File: src/rtl/rc4_pkg.sv
// Shared types for the RC4 sequencing controller: state encoding, the
// datapath control-strobe bundle and the datapath loop constants.
package rc4_pkg;

  localparam int         RC4_S_PAIRS  = 8;
  localparam int         RC4_N        = 16;
  localparam logic [4:0] RC4_PRGA_END = 5'b10101;

  typedef enum logic [3:0] {
    ST_IDLE     = 4'd0,
    ST_CLR      = 4'd1,
    ST_LOAD_S   = 4'd2,
    ST_LOAD_K   = 4'd3,
    ST_KSA      = 4'd4,
    ST_PRGA_CLR = 4'd5,
    ST_PRGA     = 4'd6,
    ST_READ     = 4'd7,
    ST_DONE     = 4'd8
  } rc4_state_e;

  typedef struct packed {
    logic clk_rst;
    logic reset1;
    logic reset2;
    logic reset3;
    logic reset4;
    logic reset_reg;
    logic reset_counter_final;
    logic en_s;
    logic en_k;
    logic enc;
    logic wr_1;
    logic rd_1;
  } rc4_ctrl_t;

  localparam rc4_ctrl_t CTRL_IDLE = '{
    clk_rst:             1'b1,
    reset1:              1'b1,
    reset2:              1'b1,
    reset3:              1'b1,
    reset4:              1'b1,
    reset_reg:           1'b1,
    reset_counter_final: 1'b1,
    en_s:                1'b0,
    en_k:                1'b0,
    enc:                 1'b0,
    wr_1:                1'b0,
    rd_1:                1'b0
  };

  // Steady-state strobe vector for each state; entry pulses are added by the FSM.
  function automatic rc4_ctrl_t ctrl_for_state(input rc4_state_e st);
    rc4_ctrl_t c;
    c = CTRL_IDLE;
    case (st)
      ST_IDLE, ST_CLR: c = CTRL_IDLE;
      ST_LOAD_S: begin
        c.clk_rst = 1'b0;
        c.reset1  = 1'b0;
        c.reset2  = 1'b0;
        c.en_s    = 1'b1;
      end
      ST_LOAD_K: begin
        c.clk_rst = 1'b0;
        c.reset1  = 1'b0;
        c.reset2  = 1'b0;
        c.en_k    = 1'b1;
      end
      ST_KSA: begin
        c.clk_rst = 1'b0;
        c.reset1  = 1'b0;
        c.reset2  = 1'b0;
        c.reset3  = 1'b0;
      end
      ST_PRGA_CLR: begin
        c.clk_rst = 1'b0;
        c.reset2  = 1'b0;
        c.reset3  = 1'b0;
        c.reset4  = 1'b0;
      end
      ST_PRGA: begin
        c      = '0;
        c.enc  = 1'b1;
        c.wr_1 = 1'b1;
      end
      ST_READ, ST_DONE: begin
        c      = '0;
        c.rd_1 = 1'b1;
      end
      default: c = CTRL_IDLE;
    endcase
    return c;
  endfunction

  // Number of keystream steps before the datapath raises eqz5.
  function automatic int prga_steps();
    return int'(RC4_PRGA_END);
  endfunction

endpackage

File: src/rtl/rc4_step_gen.sv
// Datapath step strobe: one stp pulse every STEP_DIV clk cycles while the
// sequencer is running; held in its start phase while clr is high.
module rc4_step_gen #(
  parameter int STEP_DIV = 2
) (
  input  logic clk,
  input  logic reset,
  input  logic clr,
  output logic stp
);

  localparam int            CW   = (STEP_DIV > 1) ? $clog2(STEP_DIV) : 1;
  localparam logic [CW-1:0] LOAD = CW'(STEP_DIV - 1);

  logic [CW-1:0] tmr_q;

  // Down-counter: a loaded value of STEP_DIV-1 corresponds to phase 0 of the step.
  always_ff @(posedge clk or negedge reset) begin
    if (!reset) begin
      tmr_q <= LOAD;
    end else if (clr || tmr_q == '0) begin
      tmr_q <= LOAD;
    end else begin
      tmr_q <= tmr_q - CW'(1);
    end
  end

  assign stp = !clr && (tmr_q == '0);

endmodule

File: src/rtl/rc4_ctrl_fsm.sv
// RC4 datapath sequencer: walks clear, S/K load, KSA, PRGA and readout phases,
// ending each on the datapath eqz flags sampled at the step strobe.
//
// state       | meaning
// ST_IDLE     | all datapath clears asserted, waiting for start
// ST_CLR      | two-cycle global clear
// ST_LOAD_S   | S array load, ends on eqz3
// ST_LOAD_K   | K array load, ends on eqz4
// ST_KSA      | key-scheduling swap loop, ends on eqz4
// ST_PRGA_CLR | one-cycle clear of i/result registers before keystream
// ST_PRGA     | keystream generation, ends on eqz5
// ST_READ     | walk readout addresses 0..READ_WORDS-1
// ST_DONE     | one-cycle completion, result held stable
module rc4_ctrl_fsm
  import rc4_pkg::*;
#(
  parameter int STEP_DIV   = 2,
  parameter int READ_WORDS = RC4_S_PAIRS
) (
  input  logic       clk,
  input  logic       reset,
  input  logic       start,
  input  logic       abort,
  input  logic       eqz3,
  input  logic       eqz4,
  input  logic       eqz5,
  output logic       clk_rst,
  output logic       reset1,
  output logic       reset2,
  output logic       reset3,
  output logic       reset4,
  output logic       reset_reg,
  output logic       reset_counter_final,
  output logic       en_s,
  output logic       en_k,
  output logic       enc,
  output logic       wr_1,
  output logic       rd_1,
  output logic [3:0] add_to_read,
  output logic       busy,
  output logic       done,
  output logic [3:0] state_o
);

  localparam logic [3:0] READ_LAST =
    4'((READ_WORDS > RC4_N) ? RC4_N - 1 : READ_WORDS - 1);

  rc4_state_e state_q, state_d;
  logic       clr_hold_q, clr_hold_d;
  rc4_ctrl_t  ctrl_q, ctrl_d;
  logic       busy_q, busy_d;
  logic       done_q, done_d;
  logic [3:0] add_q, add_d;
  logic       r1_pulse;
  logic       stp;
  logic       step_clr;

  assign step_clr = (state_q == ST_IDLE) || (state_q == ST_CLR);

  rc4_step_gen #(
    .STEP_DIV (STEP_DIV)
  ) u_step_gen (
    .clk   (clk),
    .reset (reset),
    .clr   (step_clr),
    .stp   (stp)
  );

  always_ff @(posedge clk or negedge reset) begin
    if (!reset) begin
      state_q    <= ST_IDLE;
      clr_hold_q <= 1'b0;
      ctrl_q     <= CTRL_IDLE;
      busy_q     <= 1'b0;
      done_q     <= 1'b0;
      add_q      <= '0;
    end else begin
      state_q    <= state_d;
      clr_hold_q <= clr_hold_d;
      ctrl_q     <= ctrl_d;
      busy_q     <= busy_d;
      done_q     <= done_d;
      add_q      <= add_d;
    end
  end

  always_comb begin
    state_d    = state_q;
    clr_hold_d = 1'b0;
    r1_pulse   = 1'b0;
    case (state_q)
      ST_IDLE: if (start) state_d = ST_CLR;
      ST_CLR: begin
        if (clr_hold_q) state_d = ST_LOAD_S;
        else            clr_hold_d = 1'b1;
      end
      ST_LOAD_S: begin
        if (stp && eqz3) begin
          state_d  = ST_LOAD_K;
          r1_pulse = 1'b1;
        end
      end
      ST_LOAD_K: begin
        if (stp && eqz4) begin
          state_d  = ST_KSA;
          r1_pulse = 1'b1;
        end
      end
      ST_KSA:      if (stp && eqz4) state_d = ST_PRGA_CLR;
      ST_PRGA_CLR: state_d = ST_PRGA;
      ST_PRGA:     if (stp && eqz5) state_d = ST_READ;
      ST_READ:     if (stp && add_q == READ_LAST) state_d = ST_DONE;
      ST_DONE:     state_d = ST_IDLE;
      default:     state_d = ST_IDLE;
    endcase

    if (abort) begin
      state_d    = ST_IDLE;
      clr_hold_d = 1'b0;
      r1_pulse   = 1'b0;
    end

    // Registered outputs are decoded from the state being entered.
    ctrl_d        = ctrl_for_state(state_d);
    ctrl_d.reset1 = ctrl_d.reset1 | r1_pulse;
    busy_d        = (state_d != ST_IDLE) && (state_d != ST_DONE);
    done_d        = (state_d == ST_DONE);

    add_d = '0;
    if (state_d == ST_READ && state_q == ST_READ) begin
      add_d = stp ? add_q + 4'd1 : add_q;
    end else if (state_d == ST_DONE) begin
      add_d = add_q;
    end
  end

  assign clk_rst             = ctrl_q.clk_rst;
  assign reset1              = ctrl_q.reset1;
  assign reset2              = ctrl_q.reset2;
  assign reset3              = ctrl_q.reset3;
  assign reset4              = ctrl_q.reset4;
  assign reset_reg           = ctrl_q.reset_reg;
  assign reset_counter_final = ctrl_q.reset_counter_final;
  assign en_s                = ctrl_q.en_s;
  assign en_k                = ctrl_q.en_k;
  assign enc                 = ctrl_q.enc;
  assign wr_1                = ctrl_q.wr_1;
  assign rd_1                = ctrl_q.rd_1;
  assign add_to_read         = add_q;
  assign busy                = busy_q;
  assign done                = done_q;
  assign state_o             = state_q;

endmodule

File: config.mk
export PLATFORM = sky130hd
export DESIGN_NAME = rc4_ctrl_fsm
export DESIGN_NICKNAME = d
export VERILOG_FILES = /design/src/rtl/rc4_pkg.sv /design/src/rtl/rc4_step_gen.sv /design/src/rtl/rc4_ctrl_fsm.sv
export SDC_FILE = /design/constraint.sdc
export NUM_CORES = 1
export LEC_CHECK = 0
export ABC_AREA = 1
export CAP_MARGIN = 10
export CORE_ASPECT_RATIO = 0.8
export CORE_MARGIN = 1.5
export CORE_UTILIZATION = 48
export CTS_CLUSTER_DIAMETER = 30
export DETAILED_ROUTE_END_ITERATION = 16
export PLACE_DENSITY = 0.78
export SLEW_MARGIN = 30
export SYNTH_ARGS = -nofsm -noshare
export SYNTH_HDL_FRONTEND = slang
export SYNTH_HIERARCHICAL = 1
export SYNTH_SLANG_ARGS = --single-unit
File: constraint.sdc
create_clock -name clk -period 2.55 [get_ports clk]
set_clock_uncertainty 0.1 [all_clocks]
set_input_delay 0.6375 -clock clk [delete_from_list [all_inputs] [get_ports clk]]
set_output_delay 0.6375 -clock clk [all_outputs]
set_load 0.01 [all_outputs]
==> metrics.csv, run 1 <==
stage;metric;value;unit
cts;CTS H-Tree Depth;1;
global_routing;GRT Util Overall;20.6;%
synthesis;leading area contributor after synthesis;dfrtp_1;
routing;total routed wirelength;2.46;mm
cts;Gates resized, CTS repair;0;
hold_path;worst hold start;u_step_gen/tmr_q$_DFF_PN1_;
critical_path;worst r2r src;state_o[1]$_DFF_PN0_;
global_routing;largest net degree at the start of global routing;22;
global_routing;vias in the first global route;873;
critical_path;critical path class;reg2reg;
sta;minimum clock period;2.25;ns
synthesis;Post-synth EDFFs;0;
hold_path;hold depth;1;
cts;CTS Hold Bufs;0;
layout;# fillers;182;
synthesis;Ys Warns;6;
global_routing;first-pass GRT wire length;3.95;mm
routing;WL/cell;13.3;um
sta;final period utilization;88.2;%
sta;Final setup viols;0;
floorplan;I/O Pins;29;
critical_path;WP data required;2.66;ns
layout;Sequential cell area;533;um^2
sta;Setup TNS Final;0;ns
cts;worst skew pair latency;0.31;ns
routing;via count;949;
floorplan;die height;46.7;um
layout;# diodes;0;
cts;Reg clk slew, reported paths;0.12;ns
routing;Via density;5.13;
cts;Sink Count;21;
sta;Worst-Margin Slew;0.407;ns
floorplan;full die area;0.00269;mm^2
placement;# port buffers;28;
global_routing;initial antenna violation count;0;
synthesis;cell count after synthesis;128;
floorplan;Die W;57.6;um
cts;postcts setup bufs;0;
synthesis;post-synth top area share;32.8;%
global_routing;total gr overflow;0;
cts;root buf cell;clkbuf_4;
synthesis;most frequent cells after synthesis;nand2_1 (27), dfrtp_1 (15), inv_1 (14);
floorplan;num rows;15;
placement;DP HPWL;1.96;mm
routing;Final ANT Viol Nets;0;
power;Peak supply drop;0.254;mV
placement;GPL Wtd Cong;0.856;
sta;smallest hold slack;0.368;ns
synthesis;most common flop cell mapped by yosys;dfrtp_1;
synthesis;Yosys cell types;26;
synthesis;Mapped Avg Cell Area;8.94;um^2
synthesis;most common cell in the synthesized netlist;nand2_1;
synthesis;register area share after synthesis;46.6;%
critical_path;CP Capture Type;flip-flop;
routing;Pre-antenna DRT Iters;4;
layout;fin cells;185;
sta;Slew Viols, Final;0;
power;Total Power;0.000595;W
critical_path;critical path launch point type;flip-flop;
critical_path;reg2reg setup slack;0.30;ns
critical_path;Critical Path AT;2.36;ns
flow_run;max_cap viols;0;
synthesis;Netlist Area Pre-Place;0.00114;mm^2
synthesis;Async SR Flop Fraction;100;%
synthesis;count of state elements after synthesis;21;
layout;Post-layout nets;169;
routing;drt drc;0;
sta;RSZ-0062 raised after global routing;false;
placement;placed cell count;181;
critical_path;crit-path max FO;6;
layout;fraction of layout cells with a size suffix above 1;27.5;%
sta;Rel. slew slack;72.6;%
cts;CTS tree;yes;
layout;area of the multi-input gates;505;um^2
synthesis;largest cells by area after synthesis;dfrtp_1 (33%), dfstp_2 (14%), nand2_1 (8.9%), nor2_4 (5.9%), inv_1 (4.6%);
power;leakage power;0.711;nW
sta;f_max;444;MHz
synthesis;Mapped Nets;136;
run_status;run status;finished, final reports clean;
critical_path;R2R Path End;add_to_read[0]$_DFFE_PN0P_;
cts;clock buffer depth;2;
hold_path;HP Class;reg2reg;
layout;Layout area overhead;29.6;%
routing;1st-iter DRT viols;17;
hold_path;hold path endpoint;u_step_gen/tmr_q$_DFF_PN1_;
critical_path;Reg2Reg Depth;15;
floorplan;Starting Density;52.1;%
sta;Final Hold Viols;0;
floorplan;area of the core;0.00220;mm^2
power;Power Density;401;mW/mm^2
layout;final core utilization;67.6;%
cts;CTS buffer count;3;
[power breakdown]
| group | leakage (nW) | switching [W] | internal, W |
|---|---|---|---|
| logic | 0.423 | 0.0000472 | 0.0000371 |
| registers | 0.270 | 0.00000685 | 0.000343 |
| clock network | 0.0177 | 0.000102 | 0.0000587 |
[worst max-delay path, cell delays in order, from the launching register on]
cell and delay, ns:
dfrtp_1 0.51, nor3_1 0.27, nor2_1 0.08, buf_4 0.17
nand2_2 0.09, clkinv_1 0.08, nand2_1 0.08, o21ai_2 0.06
nand2_2 0.05, nand2_2 0.08, nor2_4 0.19, nor2_4 0.07
nand2_1 0.06, nand2_1 0.10, nand3_1 0.09, nand2_1 0.05
[kinds of logic after synthesis]
group,count (synthesis),synth area share (%)
AOI/OAI and AO/OA,2,1.20
adders and majority gates,1,1.09
buffers and inverters,24,9.29
and+or+nand+nor,79,41.1
xor gates and xnor gates,1,0.765
DFF,21,46.6
[metal layers]
layer | global-route usage (%) | wire [um] | share of wire (%) | vias to the layer above
met5 | 0 | 0 | 0 | -
met4 | 5.58 | 28 | 1.1 | 0
met3 | 5.34 | 133 | 5.4 | 4
met2 | 37.0 | 1230 | 50 | 39
met1 | 24.7 | 1070 | 43 | 444
li1 | - | - | - | 462
[how the worst max path moves through the flow]
stage / from / endpoint / cells after the start
finish: state_o[1]$_DFF_PN0_ / add_to_read[0]$_DFFE_PN0P_ / 15
global route: state_o[1]$_DFF_PN0_ / add_to_read[1]$_DFFE_PN0P_ / 15
CTS: state_o[1]$_DFF_PN0_ / add_to_read[0]$_DFFE_PN0P_ / 15
detailed placement: eqz4 / add_to_read[0]$_DFFE_PN0P_ / 13
global placement: eqz4 / add_to_read[1]$_DFFE_PN0P_ / 10
floorplan: state_o[1]$_DFF_PN0_ / add_to_read[0]$_DFFE_PN0P_ / 13
[layout by cell type, fill, tap and decap left out, drive strengths merged]
cell type / n
nand2: 36
clkdlybuf4s50: 28
nor2: 21
inv: 19
dfrtp: 15
nand3: 13
dfstp: 6
nor3: 3
clkbuf: 3
buf: 3
nand4: 3
clkinv: 3
nor4: 3
o21ai: 2
xor2: 1
ha: 1
[final cells by class]
cell class | count | share of cell area, %
sequential | 21 | 35.9
timing repair buffer | 31 | 20.4
clock buffer | 3 | 1.52
tap | 25 | 2.11
multi-input combinational | 83 | 34.1
inverter | 21 | 5.65
clock inverter | 1 | 0.337
[metrics by stage]
step / instance area, um^2 / worst slack, ns
floorplan: 1140 / 0.569
global placement: 1460 / 0.317
detailed placement: 1460 / 0.259
CTS: 1480 / 0.316
global route: 1480 / 0.160
finish: 1480 / 0.300
Power figures use the tool's default switching activity.
==> run 2, diff against run 1 <==
--- a/config.mk
+++ b/config.mk
@@ -6,9 +6,9 @@
 export NUM_CORES = 1
 export LEC_CHECK = 0
 export ABC_AREA = 1
+export ABC_CLOCK_PERIOD_IN_PS = 2550
 export CAP_MARGIN = 10
 export CORE_ASPECT_RATIO = 0.8
-export CORE_MARGIN = 1.5
 export CORE_UTILIZATION = 48
 export CTS_CLUSTER_DIAMETER = 30
 export DETAILED_ROUTE_END_ITERATION = 16
==> run 2 against run 1 <==
Against the previous run: die area fell by 3.8%; register-to-register slack improved by 0.10 ns; sequential share of layout area did not move.
==> metrics.csv, run 2 (synthesis gave the netlist of run 1 again) <==
stage;metric;value;unit;change
power;Clock Power Share;26.7;%;was 27.1%
global_routing;M3 GR Usage;4.55;%;was 5.34%
layout;# diodes;0;;unchanged
critical_path;Buf/Inv on CP;1;;was 2
cts;CTS Hold Bufs;0;;unchanged
power;Comb power frac;14.2;%;about the same
sta;Rel. slew slack;74.1;%;was 72.6%
power;Peak supply drop;0.332;mV;was 0.254 mV
critical_path;critical path launch point type;flip-flop;;unchanged
floorplan;num rows;15;;unchanged
floorplan;I/O Pins;29;;unchanged
global_routing;layer with the highest usage;met2;;unchanged
global_routing;initial antenna violation count;0;;unchanged
sta;Setup TNS Final;0;ns;unchanged
sta;Worst-Margin Slew;0.386;ns;was 0.407 ns
cts;clock buffer depth;2;;unchanged
layout;# fillers;201;;was 182
hold_path;hold depth;1;;unchanged
sta;Slew Viols, Final;0;;unchanged
global_routing;GRT Util Overall;20.4;%;was 20.6%
power;Cell Int Power;0.000439;W;about the same
flow_run;max_cap viols;0;;unchanged
critical_path;CP Capture Type;output pin;;was flip-flop
global_routing;total gr overflow;0;;unchanged
cts;CTS tree;yes;;unchanged
routing;via count;923;;was 949
run_status;run status;finished, final reports clean;;unchanged
sta;f_max;458;MHz;was 444 MHz
cts;Reg clk slew, reported paths;0.12;ns;about the same
power;leakage power;0.711;nW;unchanged
power;Switch Pwr;0.000153;W;was 0.000157 W
layout;fraction of layout cells with a size suffix above 1;27.5;%;unchanged
routing;total routed wirelength;2.36;mm;was 2.46 mm
sta;final period utilization;85.5;%;was 88.2%
global_routing;largest net degree at the start of global routing;22;;unchanged
cts;CTS H-Tree Depth;1;;unchanged
cts;root buf cell;clkbuf_4;;unchanged
critical_path;WP data required;1.81;ns;was 2.66 ns
critical_path;worst path cell trace;clkdlybuf4s50_1;;was nor3_1 -> nor2_1 -> buf_4 -> nand2_2 -> clkinv_1 -> nand2_1 -> o21ai_2 -> nand2_2 -> nand2_2 -> nor2_4 -> nor2_4 -> nand2_1 -> nand2_1 -> nand3_1 -> nand2_1
global_routing;global routing met1 resource utilization;26.9;%;was 24.7%
placement;# port buffers;28;;unchanged
critical_path;crit-path max FO;6;;unchanged
critical_path;critical path class;reg2out;;was reg2reg
sta;Final setup viols;0;;unchanged
global_routing;met2 usage;35.1;%;was 37.0%
critical_path;top cell family by delay on the critical path;buffers and inverters;;was simple AND/OR/NAND/NOR gates
placement;DP HPWL;1.92;mm;was 1.96 mm
critical_path;R2R Path End;add_to_read[0]$_DFFE_PN0P_;;unchanged
cts;CTS buffer count;3;;unchanged
layout;commonest cells after routing, fill and taps aside;clkdlybuf4s50_1 (28), nand2_1 (27), dfrtp_1 (15), inv_1 (14), nor2_1 (12);;unchanged
sta;smallest hold slack;0.369;ns;was 0.368 ns
layout;commonest non-fill, non-tap cell in the layout;clkdlybuf4s50_1;;unchanged
cts;worst skew pair latency;0.30;ns;was 0.31 ns
cts;Gates resized, CTS repair;0;;unchanged
hold_path;worst hold start;u_step_gen/tmr_q$_DFF_PN1_;;unchanged
floorplan;full die area;0.00259;mm^2;was 0.00269 mm^2
power;Reg power frac;59.1;%;was 58.8%
critical_path;Reg2Reg Depth;15;;unchanged
routing;1st-iter DRT viols;36;;was 17
hold_path;hold path endpoint;u_step_gen/tmr_q$_DFF_PN1_;;unchanged
floorplan;die height;45.7;um;was 46.7 um
critical_path;reg2reg setup slack;0.40;ns;was 0.30 ns
routing;Pre-antenna DRT Iters;4;;unchanged
floorplan;Starting Density;52.1;%;unchanged
global_routing;first-pass GRT wire length;3.83;mm;was 3.95 mm
critical_path;critical path's largest stage delay;0.60;ns;was 0.51 ns
critical_path;Slowest cell on crit path;clkdlybuf4s50_1;;was dfrtp_1
power;Sw Share;25.9;%;was 26.3%
placement;GPL Wtd Cong;0.855;;was 0.856
floorplan;area of the core;0.00220;mm^2;unchanged
layout;Post-layout nets;169;;unchanged
sta;Final Hold Viols;0;;unchanged
critical_path;Critical Path AT;1.44;ns;was 2.36 ns
routing;WL/cell;12.7;um;was 13.3 um
floorplan;Die W;56.6;um;was 57.6 um
cts;Sink Count;21;;unchanged
layout;Layout area overhead;29.6;%;unchanged
critical_path;worst r2r src;state_o[1]$_DFF_PN0_;;unchanged
sta;RSZ-0062 raised after global routing;false;;unchanged
power;Power Density;399;mW/mm^2;was 401 mW/mm^2
cts;postcts setup bufs;0;;unchanged
global_routing;vias in the first global route;835;;was 873
hold_path;HP Class;reg2reg;;unchanged
routing;Final ANT Viol Nets;0;;unchanged
routing;drt drc;0;;unchanged
routing;Via density;4.99;;was 5.13
sta;minimum clock period;2.18;ns;was 2.25 ns
[run 2: cell counts in the layout (fill, tap and decap cells not counted)]
Identical to the previous run, type by type.
[run 2: metal layers]
| metal | vias up | share of wire, % |
|---|---|---|
| li1 | 459 | - |
| met1 | 418 | 45 |
| met2 | 44 | 48 |
| met3 | 2 | 6.7 |
| met4 | 0 | 0.81 |
| met5 | - | 0 |
[run 2: through the flow]
| step | setup slack [ns] | power, W | cell area, um^2 | instances | util [%] |
|---|---|---|---|---|---|
| 2_1_floorplan | 0.569 | 0.000398 | 1140 | 128 | - |
| 3_3_place_gp | 0.332 | 0.000437 | 1460 | 181 | 66.3 |
| 3_5_place_dp | 0.280 | 0.000441 | 1460 | 181 | 66.3 |
| 4_1_cts | 0.363 | 0.000599 | 1480 | 185 | 67.6 |
| 5_1_grt | 0.204 | 0.000621 | 1480 | 185 | 67.6 |
| 6_report | 0.369 | 0.000592 | 1480 | 185 | 67.6 |
[run 2: cell type report]
class                      instances  area, um^2  area share, %
sequential                        21         533           35.9
multi-input combinational         83         505           34.1
timing repair buffer              31         303           20.4
inverter                          21        83.8           5.65
tap                               25        31.3           2.11
clock buffer                       3        22.5           1.52
clock inverter                     1        5.00          0.337
[run 2: power groups by stage]
stage	clock network (W)	logic, W	registers [W]
2_1_floorplan	0	0.0000402	0.000358
3_3_place_gp	0	0.0000819	0.000355
3_5_place_dp	0	0.0000847	0.000356
4_1_cts	0.000164	0.0000850	0.000350
5_1_grt	0.000178	0.0000919	0.000351
6_report	0.000158	0.0000838	0.000350
[run 2: how the worst max path moves through the flow]
stage / end / cells past startpoint / slack [ns] / start
after floorplan: add_to_read[0]$_DFFE_PN0P_ / 13 / 0.57 / state_o[1]$_DFF_PN0_
after global placement: add_to_read[1]$_DFFE_PN0P_ / 10 / 0.33 / eqz4
after detailed placement: add_to_read[0]$_DFFE_PN0P_ / 13 / 0.28 / eqz4
after CTS: state_o[1] / 1 / 0.36 / state_o[1]$_DFF_PN0_
after global routing: add_to_read[0]$_DFFE_PN0P_ / 15 / 0.20 / state_o[1]$_DFF_PN0_
final: state_o[1] / 1 / 0.37 / state_o[1]$_DFF_PN0_
==> run 3, diff against run 2 <==
--- a/config.mk
+++ b/config.mk
@@ -6,13 +6,13 @@
 export NUM_CORES = 1
 export LEC_CHECK = 0
 export ABC_AREA = 1
-export ABC_CLOCK_PERIOD_IN_PS = 2550
+export ABC_CLOCK_PERIOD_IN_PS = 2300
 export CAP_MARGIN = 10
 export CORE_ASPECT_RATIO = 0.8
 export CORE_UTILIZATION = 48
 export CTS_CLUSTER_DIAMETER = 30
 export DETAILED_ROUTE_END_ITERATION = 16
-export PLACE_DENSITY = 0.78
+export PLACE_DENSITY = 0.81
 export SLEW_MARGIN = 30
 export SYNTH_ARGS = -nofsm -noshare
 export SYNTH_HDL_FRONTEND = slang
==> constraint.sdc (replaced) <==
create_clock -name clk -period 2.3 [get_ports clk]
set_clock_uncertainty 0.1 [all_clocks]
set_input_delay 0.575 -clock clk [delete_from_list [all_inputs] [get_ports clk]]
set_output_delay 0.575 -clock clk [all_outputs]
set_load 0.01 [all_outputs]
==> run 3 against run 2 <==
Against the previous run: via count increased by 1.5%; cell area increased by 1.5%; register-to-register slack got worse by 0.16 ns; critical path type unchanged.
==> metrics.csv, run 3 (synthesis gave the netlist of run 1 again) <==
stage;metric;value;unit;change
routing;1st-iter DRT viols;5;;was 36
global_routing;largest net degree at the start of global routing;22;;unchanged
global_routing;total gr overflow;0;;unchanged
routing;total routed wirelength;2.34;mm;was 2.36 mm
cts;CTS Hold Bufs;0;;unchanged
run_status;run status;finished, final reports clean;;unchanged
critical_path;critical path class;reg2out;;unchanged
floorplan;num rows;15;;unchanged
placement;DP HPWL;1.88;mm;was 1.92 mm
cts;Reg clk slew, reported paths;0.12;ns;about the same
hold_path;HP Class;reg2reg;;unchanged
sta;Final Hold Viols;0;;unchanged
routing;WL/cell;12.5;um;was 12.7 um
cts;CTS H-Tree Depth;1;;unchanged
layout;# fillers;176;;was 201
flow_run;max_cap viols;0;;unchanged
routing;via count;937;;was 923
critical_path;WP data required;1.62;ns;was 1.81 ns
routing;Pre-antenna DRT Iters;4;;unchanged
critical_path;reg2reg setup slack;0.24;ns;was 0.40 ns
power;Power Density;443;mW/mm^2;was 399 mW/mm^2
layout;commonest cells after routing, fill and taps aside;clkdlybuf4s50_1 (28), nand2_1 (27), inv_1 (14), dfrtp_1 (13), nor2_1 (12);;was clkdlybuf4s50_1 (28), nand2_1 (27), dfrtp_1 (15), inv_1 (14), nor2_1 (12)
floorplan;I/O Pins;29;;unchanged
floorplan;die height;45.7;um;unchanged
sta;Setup TNS Final;0;ns;unchanged
sta;minimum clock period;2.11;ns;
layout;commonest non-fill, non-tap cell in the layout;clkdlybuf4s50_1;;unchanged
floorplan;Starting Density;52.1;%;unchanged
cts;Sink Count;21;;unchanged
sta;Final setup viols;0;;unchanged
hold_path;hold depth;1;;unchanged
global_routing;GRT Util Overall;20.3;%;was 20.4%
power;Total Power;0.000667;W;was 0.000592 W
critical_path;CP Capture Type;output pin;;unchanged
layout;area of the multi-input gates;510;um^2;was 505 um^2
sta;RSZ-0062 raised after global routing;false;;unchanged
sta;Rel. slew slack;75.0;%;was 74.1%
global_routing;vias in the first global route;869;;was 835
critical_path;critical path launch point type;flip-flop;;unchanged
critical_path;crit-path max FO;5;;was 6
cts;clock buffer depth;2;;unchanged
layout;Sequential cell area;536;um^2;was 533 um^2
layout;Post-layout nets;171;;was 169
placement;# port buffers;28;;unchanged
floorplan;full die area;0.00259;mm^2;unchanged
floorplan;area of the core;0.00220;mm^2;unchanged
global_routing;initial antenna violation count;0;;unchanged
placement;GPL Wtd Cong;0.873;;was 0.855
routing;drt drc;0;;unchanged
cts;root buf cell;clkbuf_4;;unchanged
layout;Layout area overhead;31.6;%;was 29.6%
hold_path;hold path endpoint;u_step_gen/tmr_q$_DFF_PN1_;;unchanged
sta;Slew Viols, Final;0;;unchanged
global_routing;first-pass GRT wire length;3.88;mm;was 3.83 mm
critical_path;R2R Path End;add_to_read[1]$_DFFE_PN0P_;;was add_to_read[0]$_DFFE_PN0P_
layout;fraction of layout cells with a size suffix above 1;30.2;%;was 27.5%
layout;# diodes;0;;unchanged
power;Peak supply drop;0.489;mV;was 0.332 mV
sta;final period utilization;91.6;%;
critical_path;Critical Path AT;1.43;ns;was 1.44 ns
floorplan;Die W;56.6;um;unchanged
sta;f_max;475;MHz;
critical_path;Reg2Reg Depth;15;;unchanged
critical_path;worst r2r src;state_o[3]$_DFF_PN0_;;was state_o[1]$_DFF_PN0_
cts;worst skew pair latency;0.32;ns;was 0.30 ns
routing;Via density;5.01;;was 4.99
routing;Final ANT Viol Nets;0;;unchanged
sta;Worst-Margin Slew;0.373;ns;was 0.386 ns
cts;CTS tree;yes;;unchanged
cts;CTS buffer count;3;;unchanged
hold_path;worst hold start;u_step_gen/tmr_q$_DFF_PN1_;;unchanged
power;leakage power;0.719;nW;was 0.711 nW
-- run 3: cell types whose count changed in the layout (fill, tap and decap cells not counted) --
cell,delta
buf_4,+2
nor3_2,+1
nor3_1,-1
dfrtp_2,+2
dfrtp_1,-2
-- run 3: how the worst max path moves through the flow --
stage	endpoint	depth (start not counted)	start	slack, ns
2_1_floorplan	add_to_read[0]$_DFFE_PN0P_	13	state_o[1]$_DFF_PN0_	0.32
3_5_place_dp	add_to_read[1]$_DFFE_PN0P_	13	eqz4	0.06
5_1_grt	add_to_read[1]$_DFFE_PN0P_	15	state_o[3]$_DFF_PN0_	0.006
4_1_cts	add_to_read[1]$_DFFE_PN0P_	15	state_o[2]$_DFF_PN0_	0.11
6_report	state_o[1]	2	state_o[1]$_DFF_PN0_	0.19
3_3_place_gp	en_s$_DFF_PN0_	10	eqz4	0.14
-- run 3: routing by layer --
layer	routed length [um]	global-route usage, %	vias to the layer above
met5	0	0	-
met4	38	7.32	0
met3	88	4.26	5
met2	1140	33.2	28
met1	1070	27.2	442
li1	-	-	462
-- run 3: power by group --
part	internal, W	switching [W]	total (W)
Sequential	0.000380	0.00000562	0.000386
Clock	0.0000652	0.000119	0.000185
Combinational	0.0000433	0.0000534	0.0000967
-- run 3: worst max-delay path, cell delays in order (launching register included) --
cell	delay, ns
dfrtp_1	0.41
buf_4	0.17
clkdlybuf4s50_1	0.54
-- run 3: layout make-up --
| type | instances | area share (%) |
|---|---|---|
| Sequential cell | 21 | 35.5 |
| Multi-Input combinational cell | 83 | 33.9 |
| Timing Repair Buffer | 33 | 21.1 |
| Inverter | 21 | 5.56 |
| Tap cell | 25 | 2.08 |
| Clock buffer | 3 | 1.50 |
| Clock inverter | 1 | 0.332 |
-- run 3: stage by stage --
step	area (um^2)	setup WS (ns)	std cells	utilization [%]	hold slack, ns
floorplan	1140	0.319	128	-	0.179
global placement	1460	0.141	182	66.7	0.334
detailed placement	1460	0.0625	182	66.7	0.341
CTS	1490	0.110	186	67.9	0.370
global route	1510	0.00592	187	68.6	0.391
finish	1510	0.194	187	68.6	0.365
-- run 3: what timing repair did --
item,CTS,global route
setup buffers,0,1
resized for setup,0,3
setup endpoints to repair,0,8
hold endpoints to repair,0,0
==> edit 1: new RTL, flow settings as in run 1 <==
`STEP_DIV` is set to 2 in 2 places; all go to 1.
--- a/src/rtl/rc4_step_gen.sv
+++ b/src/rtl/rc4_step_gen.sv
@@ -1,7 +1,7 @@
 // Datapath step strobe: one stp pulse every STEP_DIV clk cycles while the
 // sequencer is running; held in its start phase while clr is high.
 module rc4_step_gen #(
-  parameter int STEP_DIV = 2
+  parameter int STEP_DIV = 1
 ) (
   input  logic clk,
   input  logic reset,
--- a/src/rtl/rc4_ctrl_fsm.sv
+++ b/src/rtl/rc4_ctrl_fsm.sv
@@ -14,7 +14,7 @@
 module rc4_ctrl_fsm
   import rc4_pkg::*;
 #(
-  parameter int STEP_DIV   = 2,
+  parameter int STEP_DIV   = 1,
   parameter int READ_WORDS = RC4_S_PAIRS
 ) (
   input  logic       clk,
Formal check against the unedited RTL: not equivalent (Yosys sat finds a counterexample within 10 cycles, from zero or initial values and one cycle with reset low).
==> edit 1 against run 1 <==
Global-route usage is 0.98 points lower; worst setup slack gained 38 ps; routed wire length decreased by 11%; design area is 0.93% lower; via count down 5.7%; count of clock-buffer cells in the layout up 1; synthesized area shrank 0.44%; power down 0.63%; first-iteration DRC count fell by 41%; sequential cell count stayed put; critical path type unchanged.
==> edit 1: results (changes against run 1) <==
----------------------------------------------------
[Min path]
  Min-Delay Startpoint ... add_to_read[1]
  Hold Crit Depth ... 2 (+1)
  Destination of the worst hold path ... add_to_read[1]

[Critical path]
  WP data arrival ... 2320 ps (-40 ps)
  Count of cells along the worst register-to-register path ... 13 (-2)
  Largest stage delay on the critical path ... 490 ps (-20 ps)
  Critical R2R Capture ... add_to_read[1]

[GRT]
  Vias in the first global route ... 848 (-2.9%)
  First-pass GRT wire length ... 3820 microns (-3.5%)
  Global Route Usage Sum ... 19.6% (-0.98 points)

[Power]
  Worst vdd ir ... 374 uV (+47%)
  Switching part of the total power ... 25.4% (-0.90 points)

[Timing]
  Relative slew margins ... 66.9% (-5.8 points)
  Smallest hold slack ... 487 ps (+118 ps)
  Crit share post-route ... 86.8% (-1.5 points)

[Placement]
  Pre-CTS setup slack ... 259 ps (-0.222 ps)
  Placement-stage cell area ... 1440 sq um (-0.86%)

[Routing]
  DRT iter0 DRCs ... 10 (-7)
  Per-cell via count in the routed design ... 4.89 (-4.7%)
  Total Routed Length ... 2200 microns (-11%)

[Synthesis]
  Cell variety after synth ... 27 (+3.8%)
  Post-Synthesis Net Count ... 135 (-0.74%)
  Synth area leaders ... dfrtp_1 35%, dfstp_2 12%, nand2_1 8.6%

[Layout]
  Final non-filler cell total ... 183 (-1.1%)
  Nets ... 167 (-1.2%)
  Filler cell count ... 195 (+7.1%)

[Status]
  Run status ... complete, no violations

----------------------------------------------------
==> edit 1: cell types whose count changed after synthesis <==
cell     change
conb_1       +1
inv_1        -1
nand2_1      -1
dfstp_2      -1
dfrtp_1      +1
==> edit 1: cell families (layout without fill, tap and decap cells) <==
group	Yosys count	in the layout	synth area share, %
and+or+nand+nor	78	78	40.9
adders and majority gates	1	1	1.10
other	1	1	0.329
AOI/OAI and AO/OA	2	2	1.21
buffers and inverters	23	54	9.00
xor gates and xnor gates	1	1	0.769
DFF	21	21	46.7
==> edit 1: power groups by stage <==
stage / Clock [mW] / Sequential, mW / Combinational (mW)
4_1_cts: 0.166 / 0.349 / 0.0883
3_3_place_gp: 0 / 0.355 / 0.0850
5_1_grt: 0.179 / 0.350 / 0.0957
6_report: 0.156 / 0.349 / 0.0865
2_1_floorplan: 0 / 0.358 / 0.0417
3_5_place_dp: 0 / 0.355 / 0.0871
==> edit 1: area by class of cell <==
class	count	share of cell area [%]
multi-input combinational	83	34.4
inverter	20	5.45
timing repair buffer	30	20.1
tap	25	2.13
sequential	21	36.2
clock buffer	4	1.79
==> edit 1: critical path: cells and delay by family (launching register included) <==
| kind | cells | cell delay (ps) |
|---|---|---|
| and+or+nand+nor | 12 | 1470 |
| DFF | 1 | 490 |
| buffers and inverters | 1 | 60 |
==> edit 1: metal layers <==
layer  share of wire, %  GRT usage, %  vias up
li1                   -             -      456
met1                 43          23.3      406
met2                 49          34.1       27
met3                6.5          5.90        6
met4                1.8          6.98        0
met5                  0             0        -
==> edit 2: new RTL, flow settings as in run 1 <==
Made on the original files. Register the output `enc`; this adds one clock of latency there. The other outputs are not delayed to match.
--- a/src/rtl/rc4_ctrl_fsm.sv
+++ b/src/rtl/rc4_ctrl_fsm.sv
@@ -44,6 +44,8 @@
 
   localparam logic [3:0] READ_LAST =
     4'((READ_WORDS > RC4_N) ? RC4_N - 1 : READ_WORDS - 1);
+
+  logic enc_d;
 
   rc4_state_e state_q, state_d;
   logic       clr_hold_q, clr_hold_d;
@@ -143,7 +145,7 @@
   assign reset_counter_final = ctrl_q.reset_counter_final;
   assign en_s                = ctrl_q.en_s;
   assign en_k                = ctrl_q.en_k;
-  assign enc                 = ctrl_q.enc;
+  assign enc_d               = ctrl_q.enc;
   assign wr_1                = ctrl_q.wr_1;
   assign rd_1                = ctrl_q.rd_1;
   assign add_to_read         = add_q;
@@ -151,5 +153,9 @@
   assign done                = done_q;
   assign state_o             = state_q;
 
+  always_ff @(posedge clk) begin
+    enc <= enc_d;
+  end
+
 endmodule
 
Formal check against the unedited RTL: same outputs for any inputs over 10 cycles, from zero or initial values and one cycle with reset low; that may be too few to reach the edited logic, so the function may still have changed.
==> edit 2 against run 1 <==
Synthesized area is 1.1% higher; core utilization is 1.1 points higher; routed wire length is 5.0% lower; sequential cell count is 1 higher; design area is 2.5% higher; global-route usage is 0.30 points higher; power is 21% higher; highest routed layer unchanged; die area is 1.0% higher; clock power is 70% higher; worst setup slack worse by 54 ps; worst hold slack worse by 77 ps; critical endpoint is now add_to_read[1]; largest power group unchanged; critical path depth is 2 lower; cell count stayed put.
==> edit 2: results (changes against run 1) <==
----------------------------------------------------
[Routing]
  Per-cell via count in the routed design ... 5.07 (-1.2%)
  First-pass iteration count of the detailed router ... 12 (+8)
  DRT iter0 DRCs ... 23 (+6)
  Total Routed Length ... 2340 microns (-5.0%)

[Min path]
  Min-Delay Startpoint ... enc_d
  Hold Crit Depth ... 0 (-1)
  Destination of the worst hold path ... enc

[Layout]
  Non-clock buffer count in the final layout ... 30 (-3.2%)
  Non-clock inverters ... 21 (unchanged)
  Final clock-cell share ... 3.45% (+1.6 points)
  Multi-input gate area ... 505 sq um (unchanged)
  Filler cell count ... 179 (-1.6%)
  Number of sequential storage elements ... 22 (+4.8%)
  Multi-In Gates ... 83 (unchanged)
  Fraction of area in non-clock buffers ... 19.4% (-1.0 points)
  Layout cell share with drive strength beyond 1 ... 26.9% (-0.63 points)
  Area taken by flip-flops and latches ... 553 sq um (+3.8%)
  Multi-input combinational area share ... 33.2% (-0.84 points)
  Inserted Diodes ... 0 (unchanged)
  Nets ... 169 (unchanged)

[Placement]
  Placement-stage cell area ... 1470 sq um (+0.86%)
  Buffers on Ports ... 28 (unchanged)
  Routability congestion estimate from global placement ... 0.873 (+2.0%)
  HPWL reported at the end of detailed placement ... 1800 microns (-7.9%)
  Pre-CTS setup slack ... 268 ps (+8.44 ps)

[Synthesis]
  Synth area leaders ... dfrtp_1 32%, dfstp_2 14%, nand2_1 8.8%
  Register area share after synthesis ... 47.8% (+1.2 points)
  Adder and majority gate portion of the synthesized area ... 1.08% (-0.012 points)
  Xor/xnor cell area share of the yosys netlist ... 0.757% (-0.0083 points)
  Cell variety after synth ... 27 (+3.8%)
  Commonest register cell after synthesis ... dfrtp_1
  Compound-gate portion of the synthesized area ... 1.19% (-0.013 points)
  Fraction of synthesis flops using an asynchronous set or reset pin ... 95.5% (-4.5 points)
  Largest family of logic cells by synthesized area ... simple AND/OR/NAND/NOR gates
  Post-Synthesis Net Count ... 136 (unchanged)

[GRT]
  Initial antenna violation count ... 0 (unchanged)
  First-pass GRT wire length ... 3980 microns (+0.71%)
  Global Route Usage Sum ... 20.9% (+0.30 points)
  Vias in the first global route ... 857 (-1.8%)

[Clock network]
  CTS clk-pin slew, worst paths ... 130 ps
  Setup Buffers After CTS ... 0 (unchanged)
  Number of H-tree branching levels ... 1 (unchanged)
  Buffer levels on the longest clock path ... 2 (unchanged)
  Clk Latency, worst-skew pair ... 330 ps (+20 ps)
  Count of instances resized after the clock tree is built ... 0 (unchanged)

[Critical path]
  Maximum fanout along the worst path ... 6 (unchanged)
  Count of cells along the worst register-to-register path ... 13 (-2)
  Startpoint of the worst-slack reg-to-reg timing path ... state_o[1]
  Critical R2R Capture ... add_to_read[1]
  Setup slack of the most critical reg-to-reg path ... 250 ps (-50 ps)
  WP data arrival ... 2430 ps (+70 ps)

[Power]
  Static leakage ... 0.723 nW (+1.8%)
  Worst vdd ir ... 294 uV (+16%)

[Status]
  Run status ... complete, no violations

[Timing]
  Relative slew margins ... 65.3% (-7.3 points)
  Achievable clock frequency ... 434 MHz (-2.4%)

----------------------------------------------------
[edit 2: changes by cell type after synthesis]
cell     before  now
buf_4         3    2
dfxtp_1       0    1
[edit 2: power by group]
| part | internal (mW) | switching (mW) | leakage [nW] | total (mW) |
|---|---|---|---|---|
| clock | 0.159 | 0.113 | 0.0279 | 0.273 |
| combinational | 0.0370 | 0.0454 | 0.418 | 0.0825 |
| sequential | 0.359 | 0.00628 | 0.278 | 0.365 |
| total | 0.555 | 0.165 | 0.723 | 0.720 |
[edit 2: kinds of logic after synthesis]
family                     after synthesis
and+or+nand+nor                         79
buffers and inverters                   23
DFF                                     22
AOI/OAI and AO/OA                        2
xor gates and xnor gates                 1
adders and majority gates                1
[edit 2: worst max path at each step]
stage,from,end,depth (start not counted)
6_report,state_o[1],add_to_read[1],13
4_1_cts,state_o[1],en_s,12
3_3_place_gp,eqz4,add_to_read[1],12
2_1_floorplan,state_o[1],add_to_read[0],13
3_5_place_dp,eqz4,add_to_read[1],12
5_1_grt,state_o[1],add_to_read[2],13
[edit 2: layer usage]
metal,vias to the layer above,share of wire (%),track usage [%]
met1,425,49,27.7
met5,-,0,0
met2,42,42,31.1
li1,460,-,-
met4,0,3.2,11.2
met3,11,6.3,6.61
[edit 2: through the flow]
step | utilization, % | instances | hold WS, ps
final | 68.7 | 185 | 291
after global routing | 68.7 | 185 | 325
after global placement | 66.3 | 181 | 251
after detailed placement | 66.3 | 181 | 274
after CTS | 68.7 | 185 | 303
after floorplan | - | 128 | 242
[edit 2: critical path, cell delays in order, from the launching register on]
cell and delay, ps:
dfrtp_1 530, nor3_1 100, nor2_1 420, inv_2 60, nor2_2 150, nand2_2 120, nand2_2 100, nand4_4 100
nor2_4 180, nor2_4 70, nand2_1 50, nand2_1 90, nand3_1 90, nand2_1 50
